$ cat src/rtl/ex_muldiv_unit_pkg.sv
// Shared RV32M definitions: word width, muldiv opcodes/states, special-case constants.
// Optional build macro FAST_MUL_EN is consumed by ex_muldiv_unit.
package riscv_defines;

    localparam int WORD_WIDTH = 32;
    localparam int CNT_WIDTH  = 5;

    typedef enum logic [2:0] {
        OP_MUL    = 3'd0,
        OP_MULH   = 3'd1,
        OP_MULHSU = 3'd2,
        OP_MULHU  = 3'd3,
        OP_DIV    = 3'd4,
        OP_DIVU   = 3'd5,
        OP_REM    = 3'd6,
        OP_REMU   = 3'd7
    } muldiv_op_e;

    typedef enum logic [1:0] {
        IDLE = 2'd0,
        MUL  = 2'd1,
        DIV  = 2'd2,
        DONE = 2'd3
    } muldiv_state_e;

    localparam logic [WORD_WIDTH-1:0] DIV_BY_ZERO_Q = '1;
    localparam logic [WORD_WIDTH-1:0] INT_MIN       = {1'b1, {(WORD_WIDTH-1){1'b0}}};

    function automatic logic op_a_signed(muldiv_op_e op);
        return (op == OP_MUL) || (op == OP_MULH) || (op == OP_MULHSU) ||
               (op == OP_DIV) || (op == OP_REM);
    endfunction

    function automatic logic op_b_signed(muldiv_op_e op);
        return (op == OP_MUL) || (op == OP_MULH) || (op == OP_DIV) || (op == OP_REM);
    endfunction

endpackage

$ cat src/rtl/ex_muldiv_unit_if.sv
// EX-stage muldiv request/response bundle between the pipeline (master) and the unit (slave).
// Handshake: start_i is a level request from ID/EX; busy_o high stalls ID/EX so the request holds;
// done_o is a one-cycle pulse with result_o valid, and result_o holds until the next completion.
interface ex_muldiv_unit_if;
    import riscv_defines::*;

    logic                  start_i;
    muldiv_op_e            op_i;
    logic [WORD_WIDTH-1:0] opa_i;
    logic [WORD_WIDTH-1:0] opb_i;
    logic                  flush_i;
    logic                  busy_o;
    logic                  done_o;
    logic [WORD_WIDTH-1:0] result_o;
    muldiv_state_e         state_dbg;

    modport master (
        output start_i, op_i, opa_i, opb_i, flush_i,
        input  busy_o, done_o, result_o, state_dbg
    );

    modport slave (
        input  start_i, op_i, opa_i, opb_i, flush_i,
        output busy_o, done_o, result_o, state_dbg
    );

endinterface

$ cat src/rtl/ex_muldiv_unit_signfix.sv
// Conditional two's-complement negation: operand absolute value on the way in,
// sign restoration of the product/quotient/remainder on the way out.
module ex_muldiv_unit_signfix #(
    parameter int W = 32
) (
    input  logic [W-1:0] value,
    input  logic         negate,
    output logic [W-1:0] result
);

    assign result = negate ? (~value + {{(W-1){1'b0}}, 1'b1}) : value;

endmodule

$ cat src/rtl/ex_muldiv_unit.sv
// Multi-cycle RV32M multiply/divide: radix-2 shift-add multiply, restoring divide, early-out specials.
// Define FAST_MUL_EN to replace the iterative multiply with a single-cycle 33x33 signed multiplier.
module ex_muldiv_unit
    import riscv_defines::*;
(
    input  logic                clk,
    input  logic                rst,
    ex_muldiv_unit_if.slave     bus
);

    localparam int DW = 2 * WORD_WIDTH;

    muldiv_state_e         state_q, state_d;
    logic [CNT_WIDTH-1:0]  cnt_q, cnt_d;
    muldiv_op_e            op_q, op_d;
    logic [WORD_WIDTH-1:0] opnd_q, opnd_d;
    logic [DW-1:0]         acc_q, acc_d;
    logic                  neg_q, neg_d;
    logic [WORD_WIDTH-1:0] result_q, result_d;
    logic                  busy;

    logic                  a_neg, b_neg, res_neg;
    logic [WORD_WIDTH-1:0] abs_a, abs_b;

    assign a_neg   = op_a_signed(bus.op_i) & bus.opa_i[WORD_WIDTH-1];
    assign b_neg   = op_b_signed(bus.op_i) & bus.opb_i[WORD_WIDTH-1];
    // Remainder follows the dividend only; everything else is the XOR of operand signs.
    assign res_neg = a_neg ^ (b_neg & ~(bus.op_i[2] & bus.op_i[1]));

    ex_muldiv_unit_signfix #(.W(WORD_WIDTH)) u_abs_a (.value(bus.opa_i), .negate(a_neg), .result(abs_a));
    ex_muldiv_unit_signfix #(.W(WORD_WIDTH)) u_abs_b (.value(bus.opb_i), .negate(b_neg), .result(abs_b));

    // acc holds {partial product high, multiplier} for MUL and {remainder, dividend/quotient} for DIV.
    logic [WORD_WIDTH:0]   mul_sum;
    logic [DW-1:0]         mul_next;
    logic [WORD_WIDTH:0]   div_shift;
    logic                  div_ge;
    logic [WORD_WIDTH-1:0] div_rem;
    logic [DW-1:0]         div_next;

    assign mul_sum   = {1'b0, acc_q[DW-1:WORD_WIDTH]} + (acc_q[0] ? {1'b0, opnd_q} : '0);
    assign mul_next  = {mul_sum, acc_q[WORD_WIDTH-1:1]};
    assign div_shift = {acc_q[DW-1:WORD_WIDTH], acc_q[WORD_WIDTH-1]};
    assign div_ge    = div_shift >= {1'b0, opnd_q};
    assign div_rem   = div_ge ? (div_shift[WORD_WIDTH-1:0] - opnd_q) : div_shift[WORD_WIDTH-1:0];
    assign div_next  = {div_rem, acc_q[WORD_WIDTH-2:0], div_ge};

    logic [DW-1:0]         fix_in, fix_out;
    logic [WORD_WIDTH-1:0] final_res;

    always_comb begin
        fix_in = {{WORD_WIDTH{1'b0}}, div_next[WORD_WIDTH-1:0]};
        if (state_q == MUL) begin
            fix_in = mul_next;
        end else if (op_q[1]) begin
            fix_in = {{WORD_WIDTH{1'b0}}, div_next[DW-1:WORD_WIDTH]};
        end
    end

    ex_muldiv_unit_signfix #(.W(DW)) u_fix_res (.value(fix_in), .negate(neg_q), .result(fix_out));

    assign final_res = ((state_q == MUL) && (op_q != OP_MUL)) ? fix_out[DW-1:WORD_WIDTH]
                                                               : fix_out[WORD_WIDTH-1:0];

`ifdef FAST_MUL_EN
    logic signed [DW-1:0]  fast_a, fast_b, fast_p;
    logic [WORD_WIDTH-1:0] fast_res;

    assign fast_a   = {{WORD_WIDTH{a_neg}}, bus.opa_i};
    assign fast_b   = {{WORD_WIDTH{b_neg}}, bus.opb_i};
    assign fast_p   = fast_a * fast_b;
    assign fast_res = (bus.op_i == OP_MUL) ? fast_p[WORD_WIDTH-1:0] : fast_p[DW-1:WORD_WIDTH];
`endif

    always_comb begin
        state_d  = state_q;
        cnt_d    = cnt_q;
        op_d     = op_q;
        opnd_d   = opnd_q;
        acc_d    = acc_q;
        neg_d    = neg_q;
        result_d = result_q;
        busy     = 1'b0;
        case (state_q)
            IDLE: begin
                if (bus.start_i) begin
                    op_d  = bus.op_i;
                    neg_d = res_neg;
                    cnt_d = '0;
                    busy  = 1'b1;
                    if (bus.op_i[2]) begin
                        if (bus.opb_i == '0) begin
                            busy     = 1'b0;
                            result_d = bus.op_i[1] ? bus.opa_i : DIV_BY_ZERO_Q;
                            state_d  = DONE;
                        end else if (!bus.op_i[0] && (bus.opa_i == INT_MIN) && (bus.opb_i == '1)) begin
                            busy     = 1'b0;
                            result_d = bus.op_i[1] ? '0 : INT_MIN;
                            state_d  = DONE;
                        end else begin
                            opnd_d  = abs_b;
                            acc_d   = {{WORD_WIDTH{1'b0}}, abs_a};
                            state_d = DIV;
                        end
                    end else begin
`ifdef FAST_MUL_EN
                        result_d = fast_res;
                        state_d  = DONE;
`else
                        opnd_d  = abs_a;
                        acc_d   = {{WORD_WIDTH{1'b0}}, abs_b};
                        state_d = MUL;
`endif
                    end
                end
            end
            MUL, DIV: begin
                busy  = 1'b1;
                acc_d = (state_q == MUL) ? mul_next : div_next;
                cnt_d = cnt_q + 1'b1;
                if (cnt_q == CNT_WIDTH'(WORD_WIDTH - 1)) begin
                    result_d = final_res;
                    state_d  = DONE;
                end
            end
            DONE: state_d = IDLE;
            default: state_d = IDLE;
        endcase
        // A redirect kills whatever is in flight and leaves the last result visible.
        if (bus.flush_i) begin
            state_d  = IDLE;
            result_d = result_q;
            busy     = 1'b0;
        end
    end

    always_ff @(posedge clk) begin
        if (rst) begin
            state_q  <= IDLE;
            cnt_q    <= '0;
            op_q     <= OP_MUL;
            opnd_q   <= '0;
            acc_q    <= '0;
            neg_q    <= 1'b0;
            result_q <= '0;
        end else begin
            state_q  <= state_d;
            cnt_q    <= cnt_d;
            op_q     <= op_d;
            opnd_q   <= opnd_d;
            acc_q    <= acc_d;
            neg_q    <= neg_d;
            result_q <= result_d;
        end
    end

    assign bus.busy_o    = busy;
    assign bus.done_o    = (state_q == DONE) & ~bus.flush_i;
    assign bus.result_o  = result_q;
    assign bus.state_dbg = state_q;

endmodule

$ cat src/flat_wrapper.sv
// flat-port wrapper written by rule: the top's interface ports become plain ports
module ex_muldiv_unit_flat import riscv_defines::*;
  (clk, rst, bus_start_i, bus_op_i, bus_opa_i, bus_opb_i, bus_flush_i, bus_busy_o, bus_done_o, bus_result_o, bus_state_dbg);
  ex_muldiv_unit_if bus_i ();
  input  logic clk;
  input  logic rst;
  input wire logic [$bits(bus_i.start_i)-1:0] bus_start_i;
  input wire logic [$bits(bus_i.op_i)-1:0] bus_op_i;
  input wire logic [$bits(bus_i.opa_i)-1:0] bus_opa_i;
  input wire logic [$bits(bus_i.opb_i)-1:0] bus_opb_i;
  input wire logic [$bits(bus_i.flush_i)-1:0] bus_flush_i;
  output wire logic [$bits(bus_i.busy_o)-1:0] bus_busy_o;
  output wire logic [$bits(bus_i.done_o)-1:0] bus_done_o;
  output wire logic [$bits(bus_i.result_o)-1:0] bus_result_o;
  output wire logic [$bits(bus_i.state_dbg)-1:0] bus_state_dbg;
  assign bus_i.start_i = bus_start_i;
  assign bus_i.op_i = bus_op_i;
  assign bus_i.opa_i = bus_opa_i;
  assign bus_i.opb_i = bus_opb_i;
  assign bus_i.flush_i = bus_flush_i;
  assign bus_busy_o = bus_i.busy_o;
  assign bus_done_o = bus_i.done_o;
  assign bus_result_o = bus_i.result_o;
  assign bus_state_dbg = bus_i.state_dbg;
  ex_muldiv_unit u_core (.clk(clk), .rst(rst), .bus(bus_i));
endmodule
$ cat config.mk
export PLATFORM = sky130hd
export DESIGN_NAME = ex_muldiv_unit_flat
export DESIGN_NICKNAME = d
export VERILOG_FILES = /design/src/rtl/ex_muldiv_unit_pkg.sv /design/src/rtl/ex_muldiv_unit_if.sv /design/src/rtl/ex_muldiv_unit_signfix.sv /design/src/rtl/ex_muldiv_unit.sv /design/src/flat_wrapper.sv
export SDC_FILE = /design/constraint.sdc
export NUM_CORES = 1
export LEC_CHECK = 0
export CORE_MARGIN = 4
export CORE_UTILIZATION = 65
export DETAILED_ROUTE_END_ITERATION = 16
export GPL_ROUTABILITY_DRIVEN = 0
export PLACE_DENSITY = 0.85
export REMOVE_ABC_BUFFERS = 1
export SLEW_MARGIN = 10
export SYNTH_ARGS = -nofsm -noshare
export SYNTH_HDL_FRONTEND = slang
export SYNTH_SLANG_ARGS = --single-unit
$ cat constraint.sdc
create_clock -name clk -period 15 [get_ports clk]
set_input_delay 1.5 -clock clk [delete_from_list [all_inputs] [get_ports clk]]
set_output_delay 1.5 -clock clk [all_outputs]
set_load 0.005 [all_outputs]
==> metrics <==
status=completed; Psw=approximately 0.55 mW; Initial Util=between 60% and 70%; max-cap violations=0; Max Freq=134 MHz; crit-path max FO=43; asr flop ratio synth=0%; RSZ-0062 raised after global routing=no; IO Pins=between 100 and 150; vias=19.9k; setup slack after layout=approximately 7500 ps; pre-CTS setup slack=just under 8000 ps; P per Cell Area=~76 mW/mm^2; number of global-route vias before repair=17.9k; Most used DFF post-synth=dfxtp_1; Final period util=roughly half; clock-pin slew on the worst setup and hold paths=approximately 60 ps; DIE AREA=0.0277 mm^2; DP Wirelength=between 40 and 50 mm; Worst EP arrival=slightly below 6000 ps; startpoint types=input port; CTS Sinks=139; kind of critical path=input port to output pin; CTS Buf Count=17; Clock Path Buffers=2; FF-to-FF Start=u_core.acc_q[31]; Comb power frac=between 30% and 40%; R2R depth=18; Post-CTS Resized=0; WP data required=13,500 ps; initial antenna violation count=2; # Post-CTS Setup Buffers=0; r2r setup slk=slightly above 8000 ps; skew final=8.70 ps; DRC=0; htree depth=4; nets@finish=about 2.6k; Placed Cells=between 2k and 3k; post-synth top area share=~17%; largest net degree at the start of global routing=around 90; Root Driver=clkbuf_16; layout cell share with drive strength beyond 1=around 5.1%; Die H=167 um; Antenna diodes=0; final WL=roughly 62 mm; CTS tree=done; Die Width=about 170 um; max-slew violations=0; first-pass iteration count of the detailed router=7; sequential area share after synthesis=17.0%; worst hold endpoint=u_core.op_q[0]; Post-Synthesis Cells=~2.4k; Core Rows=57; routed wire length per instance=22.7 um; worst r2r dst=u_core.bus.result_o[14]; syn avg cell area=approximately 6.7 um^2; Ys Warns=0; number of synthesized flops with an enable pin=0; crit path time final=7470 ps; Slew headroom=between 10% and 20%; GRT Overall Usage=between 40% and 50%; worst-margin pin slew=roughly 1300 ps; Clock Power Share=a little under a third; Area Growth Syn to Fin=9.52%; Min-Delay Path Class=register to register; sw frac=between 40% and 50%; final hold vios=0; IO Port Bufs=around 110; vias per inst=between 7 and 8; worst vdd ir=just under 90 uV; Hold Crit Start=u_core.op_q[0]; Setup crit end kind=output pin; final setup fails=0; Hold Buf Count CTS=0; leak pwr=6.57 nW; setup_tns=0 ps; register bit total from synthesis=139; Cell variety after synth=92; clk_lat worst skew=around 440 ps; gr ovfl total=0; hold slack=~470 ps; largest cells by area after synthesis=dfxtp_1 (17%), nand2_1 (6.6%), a21oi_1 (6.3%), o21ai_0 (6.2%), nor2_1 (6.2%); Internal=between 0.8 and 0.9 mW; global-route wire length before repair=96.3 mm; cell taking the most area after synthesis=dfxtp_1; Worst Hold Path Cells=2; Iteration-0 DRC Markers=between 3k and 4k; sequential share of power=a little under a third; Core ar.=between 0.02 and 0.025 mm^2; Layout Cells excl Fill=roughly 2.7k; Final ANT Viol Nets=0; Cell Area, Synth=0.0163 mm^2
==> routing by layer <==
metal | wire length [um] | GRT usage (%)
met3 | 10400 | 14.5
met2 | 25200 | 62.3
met1 | 22900 | 55.5
met5 | 0 | 0
met4 | 3810 | 20.5
==> per-stage QoR <==
step / instance area, um^2 / utilization, % / power (mW)
5_1_grt: 17900 / 73.0 / 1.41
3_5_place_dp: 17300 / 70.6 / 0.917
2_1_floorplan: 15600 / - / 0.744
3_3_place_gp: 17300 / 70.6 / 0.904
6_report: 17900 / 73.0 / 1.37
4_1_cts: 17900 / 73.0 / 1.33
==> synth_stat cells, types with 7 or more instances <==
library cell,count
nand2_1,288
nor2_1,271
a21oi_1,205
o21ai_0,204
clkbuf_1,139
dfxtp_1,139
a211oi_1,117
inv_1,104
ha_1,74
nand3_1,73
xnor2_1,66
nor3_1,64
xor2_1,51
and2_1,49
nand4_1,40
mux2i_1,33
o211ai_1,31
o31ai_1,29
a31oi_1,25
nor4_1,24
a21o_1,21
o21a_1,21
a22oi_1,20
and3_1,18
buf_2,18
nand2b_1,17
nor2b_1,16
nand3b_1,15
or3_1,15
buf_1,12
mux2_2,12
a2111oi_0,11
a221oi_1,10
a311oi_1,10
a31o_2,10
o21bai_1,10
o22ai_1,10
o31a_1,10
o2111ai_1,8
o21ai_1,8
o41ai_1,8
or4_1,8
a211o_1,7
a311o_1,7
and4_1,7
==> worst max-delay path, stage by stage <==
cell and delay (ps):
clkdlybuf4s50_1 490, inv_1 120, ha_1 170, nand2_1 70, or2_2 290, or4_1 550
nor3b_1 720, a41o_1 430, nand2_1 190, nand3_2 760, a211oi_1 180, clkdlybuf4s50_1 490
==> power by group through the flow <==
stage | combinational [mW] | sequential, mW | clock, mW
2_1_floorplan | 0.327 | 0.417 | 0
4_1_cts | 0.497 | 0.418 | 0.419
3_3_place_gp | 0.479 | 0.425 | 0
3_5_place_dp | 0.491 | 0.425 | 0
5_1_grt | 0.555 | 0.422 | 0.438
6_report | 0.524 | 0.422 | 0.424
==> layout by cell type, fill, tap and decap left out, types with 24 or more instances in the layout <==
cell	Yosys	final
nand2_1	288	287
nor2_1	271	270
a21oi_1	205	205
o21ai_0	204	204
dfxtp_1	139	138
a211oi_1	117	117
inv_1	104	104
clkdlybuf4s50_1	0	104
nand3_1	73	72
ha_1	74	72
xnor2_1	66	66
nor3_1	64	64
xor2_1	51	51
and2_1	49	49
nand4_1	40	40
mux2i_1	33	33
o211ai_1	31	31
o31ai_1	29	29
buf_4	4	25
a31oi_1	25	24
==> worst max path at each step <==
| stage | start | end | slack, ps | cells past startpoint |
|---|---|---|---|---|
| 5_1_grt | bus_opa_i[0] | bus_busy_o | 7370 | 12 |
| 6_report | bus_opa_i[0] | bus_busy_o | 7530 | 12 |
| 2_1_floorplan | u_core.bus.state_dbg[0] | u_core.bus.result_o[18] | 7620 | 11 |
| 3_5_place_dp | bus_opa_i[0] | bus_busy_o | 7700 | 12 |
| 4_1_cts | bus_opa_i[0] | bus_busy_o | 7680 | 12 |
| 3_3_place_gp | bus_opa_i[0] | bus_busy_o | 7830 | 12 |
==> sequential cells by signal, indices dropped and copies added (netlist names) <==
register,cells
u_core.bus.state_dbg,2
u_core.cnt_q,5
u_core.opnd_q,32
u_core.acc_q,64
u_core.op_q,3
u_core.neg_q,1
u_core.bus.result_o,32
==> cell families (layout without fill, tap and decap cells) <==
group | count (synthesis) | count (layout) | share of synthesized area [%]
multiplexers | 45 | 45 | 2.85
AO/OA/AOI/OAI | 842 | 842 | 34.1
flip-flops | 139 | 139 | 17.0
AND/OR/NAND/NOR | 938 | 938 | 27.0
buffers and inverters | 281 | 266 | 6.82
adder cells (fa/ha/maj) | 76 | 76 | 5.91
XOR/XNOR | 117 | 117 | 6.27
==> cell type report <==
| type | count | area, um^2 |
|---|---|---|
| Multi-Input combinational cell | 2018 | 12500 |
| Fill cell | 2064 | 6640 |
| Sequential cell | 139 | 2780 |
| Timing Repair Buffer | 130 | 1230 |
| Clock buffer | 20 | 447 |
| Tap cell | 324 | 405 |
| Inverter | 105 | 394 |
| Clock inverter | 11 | 121 |
No activity file was read; power rests on OpenSTA's default activity.
